File: src/rtl/stall_pkg.sv
// Shared encodings for the pipeline stall sequencer (stall_ctrl / stall_wdt).
package stall_pkg;

  // FSM state encodings
  localparam logic [1:0] ST_RUN   = 2'd0;
  localparam logic [1:0] ST_STALL = 2'd1;
  localparam logic [1:0] ST_FIN   = 2'd2;
  localparam logic [1:0] ST_HALT  = 2'd3;

  // Stall cause encodings
  localparam logic [1:0] CAUSE_NONE = 2'd0;
  localparam logic [1:0] CAUSE_DC   = 2'd1;
  localparam logic [1:0] CAUSE_IC   = 2'd2;

  // Cause to latch on stall entry; D-cache wins when both request
  function automatic logic [1:0] req_cause(input logic dc, input logic ic);
    if (dc)      return CAUSE_DC;
    else if (ic) return CAUSE_IC;
    else         return CAUSE_NONE;
  endfunction

endpackage

File: src/rtl/stall_wdt.sv
// Stall watchdog: counts consecutive STALL cycles and raises a sticky timeout flag.
// Only instantiated when STALL_WDT_EN is defined.
module stall_wdt #(
  parameter int unsigned WDT_LIMIT = 1024
) (
  input  logic clk,
  input  logic rst_n,
  input  logic in_stall,
  input  logic clr,
  output logic timeout
);

  localparam int unsigned WDT_W = $clog2(WDT_LIMIT + 1);
  localparam logic [WDT_W-1:0] LIMIT = WDT_W'(WDT_LIMIT);

  logic [WDT_W-1:0] cnt_q;

  // Consecutive-stall counter, cleared outside STALL, saturating at the limit
  always_ff @(posedge clk) begin
    if (!rst_n)             cnt_q <= '0;
    else if (!in_stall)     cnt_q <= '0;
    else if (cnt_q != LIMIT) cnt_q <= cnt_q + WDT_W'(1);
  end

  // Sticky timeout flag, cleared only by reset or an accepted restart
  always_ff @(posedge clk) begin
    if (!rst_n)                          timeout <= 1'b0;
    else if (clr)                        timeout <= 1'b0;
    else if (in_stall && cnt_q == LIMIT) timeout <= 1'b1;
  end

endmodule

File: src/rtl/stall_ctrl.sv
// Central pipeline stall sequencer: merges D-cache, I-cache and monitor-halt
// requests into one stall and derives the EX rollback timing strobes.
// Optional watchdog enabled by defining STALL_WDT_EN.
module stall_ctrl
  import stall_pkg::*;
#(
  parameter int unsigned CNT_W     = 32,
  parameter int unsigned WDT_LIMIT = 1024
) (
  input  logic             clk,
  input  logic             rst_n,
  input  logic             dc_stall_req,
  input  logic             ic_stall_req,
  input  logic             cpu_run,
  input  logic             cpu_start,
  output logic             stall,
  output logic             stall_1shot,
  output logic             stall_dly,
  output logic             stall_dly2,
  output logic             dc_stall_fin,
  output logic             rst_pipe,
  output logic [CNT_W-1:0] stall_cnt,
  output logic             stall_timeout
);

  logic [1:0] state_q, state_d;
  logic [1:0] cause_q, cause_d;
  logic       req_any;
  logic       start_ok;
  logic       dc_fin_d;
  logic       rst_pipe_d;

  // Freeze applies in the same cycle as the request
  assign req_any     = dc_stall_req | ic_stall_req;
  assign stall       = req_any | (state_q == ST_HALT);
  assign stall_1shot = stall & ~stall_dly;
  assign start_ok    = cpu_start & cpu_run & (state_q == ST_HALT);

  // Next-state, cause tracking and registered-strobe decode
  always_comb begin
    state_d    = state_q;
    cause_d    = cause_q;
    dc_fin_d   = 1'b0;
    rst_pipe_d = 1'b0;
    case (state_q)
      ST_RUN: begin
        if (req_any) begin
          state_d = ST_STALL;
          cause_d = req_cause(dc_stall_req, ic_stall_req);
        end else if (!cpu_run) begin
          state_d = ST_HALT;
        end
      end
      ST_STALL: begin
        if (req_any) begin
          if (dc_stall_req) cause_d = CAUSE_DC;
        end else begin
          state_d  = ST_FIN;
          dc_fin_d = (cause_q == CAUSE_DC);
        end
      end
      ST_FIN: begin
        cause_d = CAUSE_NONE;
        if (req_any) begin
          state_d = ST_STALL;
          cause_d = req_cause(dc_stall_req, ic_stall_req);
        end else if (!cpu_run) begin
          state_d = ST_HALT;
        end else begin
          state_d = ST_RUN;
        end
      end
      ST_HALT: begin
        if (start_ok) begin
          rst_pipe_d = 1'b1;
          if (req_any) begin
            state_d = ST_STALL;
            cause_d = req_cause(dc_stall_req, ic_stall_req);
          end else begin
            state_d = ST_RUN;
          end
        end
      end
      default: begin
        state_d = ST_RUN;
        cause_d = CAUSE_NONE;
      end
    endcase
  end

  // State, delayed stalls, pulses and the stall performance counter
  always_ff @(posedge clk) begin
    if (!rst_n) begin
      state_q      <= ST_RUN;
      cause_q      <= CAUSE_NONE;
      stall_dly    <= 1'b0;
      stall_dly2   <= 1'b0;
      dc_stall_fin <= 1'b0;
      rst_pipe     <= 1'b0;
      stall_cnt    <= '0;
    end else begin
      state_q      <= state_d;
      cause_q      <= cause_d;
      stall_dly    <= stall;
      stall_dly2   <= stall_dly;
      dc_stall_fin <= dc_fin_d;
      rst_pipe     <= rst_pipe_d;
      stall_cnt    <= stall_cnt + CNT_W'(stall);
    end
  end

`ifdef STALL_WDT_EN
  // Watchdog on long stalls; an accepted restart clears the flag
  stall_wdt #(
    .WDT_LIMIT (WDT_LIMIT)
  ) u_wdt (
    .clk      (clk),
    .rst_n    (rst_n),
    .in_stall (state_q == ST_STALL),
    .clr      (start_ok),
    .timeout  (stall_timeout)
  );
`else
  // No watchdog: flag tied low, limit parameter has no effect
  logic unused_wdt_cfg;
  assign unused_wdt_cfg = ^WDT_LIMIT;
  assign stall_timeout  = 1'b0;
`endif

endmodule

File: config.mk
export PLATFORM = sky130hd
export DESIGN_NAME = stall_ctrl
export DESIGN_NICKNAME = d
export VERILOG_FILES = /design/src/rtl/stall_pkg.sv /design/src/rtl/stall_wdt.sv /design/src/rtl/stall_ctrl.sv
export SDC_FILE = /design/constraint.sdc
export NUM_CORES = 1
export LEC_CHECK = 0
export ABC_AREA = 1
export CAP_MARGIN = 20
export CORE_MARGIN = 4
export CORE_UTILIZATION = 55
export CTS_CLUSTER_DIAMETER = 60
export DETAILED_ROUTE_END_ITERATION = 8
export GPL_TIMING_DRIVEN = 0
export PLACE_DENSITY = 0.82
export SYNTH_ARGS = -nofsm -noshare
export SYNTH_HDL_FRONTEND = slang
export SYNTH_HIERARCHICAL = 1
export SYNTH_SLANG_ARGS = --single-unit
File: constraint.sdc
create_clock -name clk -period 3.1 [get_ports clk]
set_input_delay 0.62 -clock clk [delete_from_list [all_inputs] [get_ports clk]]
set_output_delay 0.62 -clock clk [all_outputs]
set_load 0.05 [all_outputs]
==> out/results.tsv <==
stage	metric	value	unit
sta	Rel. slew slack	0.597	
routing	vias per inst	4.99	
pwr	Cell Int Power	0.933	mW
synth	FFs w/ async S/R, synth	0	
cts	CTS Buffer Depth	2	
synth	top post-synthesis cells by count	nand2_1 (92), nor2_1 (62), dfxtp_1 (40), inv_1 (40), a21oi_1 (24)	
worst_setup_path	Worst Path Arrival	2.26	ns
routing	via count	2134	
global_route	GRT Residual Overflow	0	
outcome	status	completed	
cts	total CTS buffers	5	
synth	Mapped Nets	343	
sta	Fin Setup TNS	0	ns
final_layout	Final Non-Filler Cells	428	
hold_path	Hold WC Path Type	register to register	
synth	Synth area leader	dfxtp_1	
pwr	Clk pwr share	0.353	
cts	Resized cells post-CTS	0	
floorplanning	num ports	45	
worst_setup_path	Crit Path Max Fanout	8	
pwr	switching power total	0.391	mW
worst_setup_path	CP Cell Sequence	clkdlybuf4s50_1 > nor2_2 > nand2_1 > clkdlybuf4s50_1	
synth	post-synth top area share	0.373	
synth	flops & latches, synth	40	
synth	syn avg cell area	6.53	sq um
cts	Post-CTS Repair Setup Buffers	0	
worst_setup_path	Reg-to-Reg End	stall_cnt[26]$_SDFF_PN0_	
global_route	initial antenna violation count	0	
floorplanning	Die W	70.5	microns
pwr	Leak	1.01	nW
floorplanning	num rows	22	
worst_setup_path	launching point of the worst reg2reg path	state_q[0]$_SDFFE_PN0P_	
worst_setup_path	WP buf/inv	2	
routing	DR WL/cell	12.2	microns
worst_setup_path	required time of the critical path	2.48	ns
final_layout	fill count	324	
worst_setup_path	crit path launch type	input pin	
sta	final max-slew violation count	0	
routing	Routed Antenna Nets	0	
cts	Reg clk slew, reported paths	0.08	ns
worst_setup_path	CP max-delay cell	clkdlybuf4s50_1	
worst_setup_path	family with the most delay on the worst path	buffers and inverters	
cts	Root Buffer	clkbuf_8	
worst_setup_path	Crit. End Element	output pin	
synth	commonest register cell after synthesis	dfxtp_1	
cts	CTS tree	yes	
worst_setup_path	biggest cell delay along the critical path	0.73	ns
sta	Max Clk Rate	347	MHz
synth	Synth cell types	22	
worst_setup_path	crit path to	stall	
routing	TritonRoute pass-1 iters	4	
global_route	first-pass GRT wire length	9080	microns
global_route	Total GRT Usage	0.226	
synth	YS warnings	6	
cts	H-tree depth	2	
global_route	largest net degree at the start of global routing	13	
sta	Worst Tran Pin Value	0.604	ns
pwr	Comb pwr share	0.221	
synth	EDFF count, synth	0	
pwr	Max VDD drop	0.477	mV
sta	post-layout minimum cycle time	2.88	ns
floorplanning	die area	4970	sq um
floorplanning	Starting Density	0.578	
global_route	vias in the first global route	2074	
placed_design	placed cells	420	
worst_setup_path	Crit path depth	4	
cts	# hold bufs at CTS	0	
cts	Clock Latency Late Sink	0.29	ns
flow_run	Max-cap violations	0	
cts	TritonCTS sink count	40	
routing	DRC	0	
synth	sequential fraction of the synthesis area	0.373	
sta	Clock Skews	0.00549	ns
worst_setup_path	Reg2Reg Depth	12	
worst_setup_path	Most common cell on crit path	clkdlybuf4s50_1	
placed_design	GPL Wtd Cong	0.878	
placed_design	IO buf count	43	
synth	top post-synthesis cells by area	dfxtp_1 (37%), nand2_1 (16%), nor2_1 (11%)	
final_layout	n_diodes	0	
pwr	PwrDens	479	nW/um^2
sta	final setup fails	0	
synth	most frequent cell after synthesis	nand2_1	
sta	fin crit share	0.930	
worst_setup_path	critical path class	input pin to output pin	
floorplanning	Core Region	3720	sq um
pwr	part of the power in registers	0.426	
worst_setup_path	CP Launch Point	dc_stall_req	
pwr	sw frac	0.295	
sta	unrepaired setup endpoints after global routing	false	
placed_design	dpl hpwl	3970	microns
final_layout	Total Nets Final	393	
synth	Post-Syn Instances	329	
final_layout	P&R area growth vs syn	28.7	%
floorplanning	die height	70.5	microns
synth	Syn Std Cell Area	2150	sq um
worst_setup_path	reg2reg setup slack	0.98	ns
sta	final hold viol count	0	
final_layout	fraction of layout cells with a size suffix above 1	0.0711	
routing	First DRT Iteration DRCs	118	
routing	DRT Wirelength	5220	microns
[registers in the layout, indices dropped and copies added, names as in the netlist]
register,flops
cause_q,2
dc_stall_fin,1
rst_pipe,1
stall_cnt,32
stall_dly,1
stall_dly2,1
state_q,2
[cell type report]
cell class / count / area, sq um / area share
Clock inverter: 1 / 30.0 / 0.0109
Inverter: 41 / 154 / 0.0557
Sequential cell: 40 / 801 / 0.290
Multi-Input combinational cell: 243 / 1170 / 0.422
Tap cell: 48 / 60.1 / 0.0217
Buffer: 5 / 26.3 / 0.00950
Timing Repair Buffer: 43 / 430 / 0.156
Clock buffer: 7 / 96.3 / 0.0348
[power by group through the flow]
| stage | combinational [mW] | clock, mW | sequential, mW |
|---|---|---|---|
| floorplan | 0.190 | 0 | 0.602 |
| global placement | 0.281 | 0 | 0.575 |
| detailed placement | 0.293 | 0 | 0.576 |
| CTS | 0.295 | 0.471 | 0.564 |
| global route | 0.333 | 0.492 | 0.569 |
| finish | 0.292 | 0.468 | 0.564 |
[logic make-up (layout without fill, tap and decap cells)]
| group | after synthesis | in the layout | share of synthesized area |
|---|---|---|---|
| AOI/OAI and AO/OA | 36 | 36 | 0.0879 |
| adders and majority gates | 8 | 8 | 0.0466 |
| and+or+nand+nor | 191 | 191 | 0.379 |
| DFF | 40 | 40 | 0.373 |
| xor gates and xnor gates | 7 | 7 | 0.0285 |
| other | 1 | 1 | 0.00175 |
| buffers and inverters | 46 | 97 | 0.0839 |
[how the worst min path moves through the flow]
| stage | from | end | slack (ns) | depth (start not counted) |
|---|---|---|---|---|
| after floorplan | cause_q[1]$_SDFFE_PN0P_ | dc_stall_fin$_SDFF_PP0_ | 0.39 | 1 |
| after global placement | cause_q[1]$_SDFFE_PN0P_ | dc_stall_fin$_SDFF_PP0_ | 0.41 | 1 |
| after detailed placement | cause_q[1]$_SDFFE_PN0P_ | dc_stall_fin$_SDFF_PP0_ | 0.42 | 1 |
| after CTS | cause_q[1]$_SDFFE_PN0P_ | dc_stall_fin$_SDFF_PP0_ | 0.44 | 1 |
| after global routing | cause_q[1]$_SDFFE_PN0P_ | dc_stall_fin$_SDFF_PP0_ | 0.46 | 1 |
| final | cause_q[1]$_SDFFE_PN0P_ | dc_stall_fin$_SDFF_PP0_ | 0.45 | 1 |
[cells in the final DEF (no fill, tap or decap), drive strengths merged]
master and instances:
xor2 4, o211ai 1, nand3 19, nor2 73, nand2 97, conb 1, bufinv 1, dfxtp 40
buf 2, o21ai 8, o22ai 1, clkbuf 10, a21oi 24, clkdlybuf4s50 43, inv 41, ha 8
xnor2 3, o21a 2, nor3 2
[metrics by stage]
stage          hold WS, ns  setup slack (ns)  cell area (sq um)  power [mW]   util
3_3_place_gp         0.413             0.223               2640       0.857  0.710
3_5_place_dp         0.422             0.219               2640       0.869  0.710
2_1_floorplan        0.393             0.713               2150       0.792      -
5_1_grt              0.465             0.143               2770        1.39  0.744
4_1_cts              0.445             0.213               2770        1.33  0.744
6_report             0.447             0.217               2770        1.32  0.744
[layer usage]
| layer | routed length [microns] | global-route usage | up-vias |
|---|---|---|---|
| met1 | 2260 | 0.268 | 937 |
| met3 | 374 | 0.0719 | 11 |
| li1 | - | - | 1111 |
| met2 | 2470 | 0.379 | 75 |
| met4 | 113 | 0.0894 | 0 |
| met5 | 0 | 0 | - |
No activity file was read; power rests on OpenSTA's default activity.
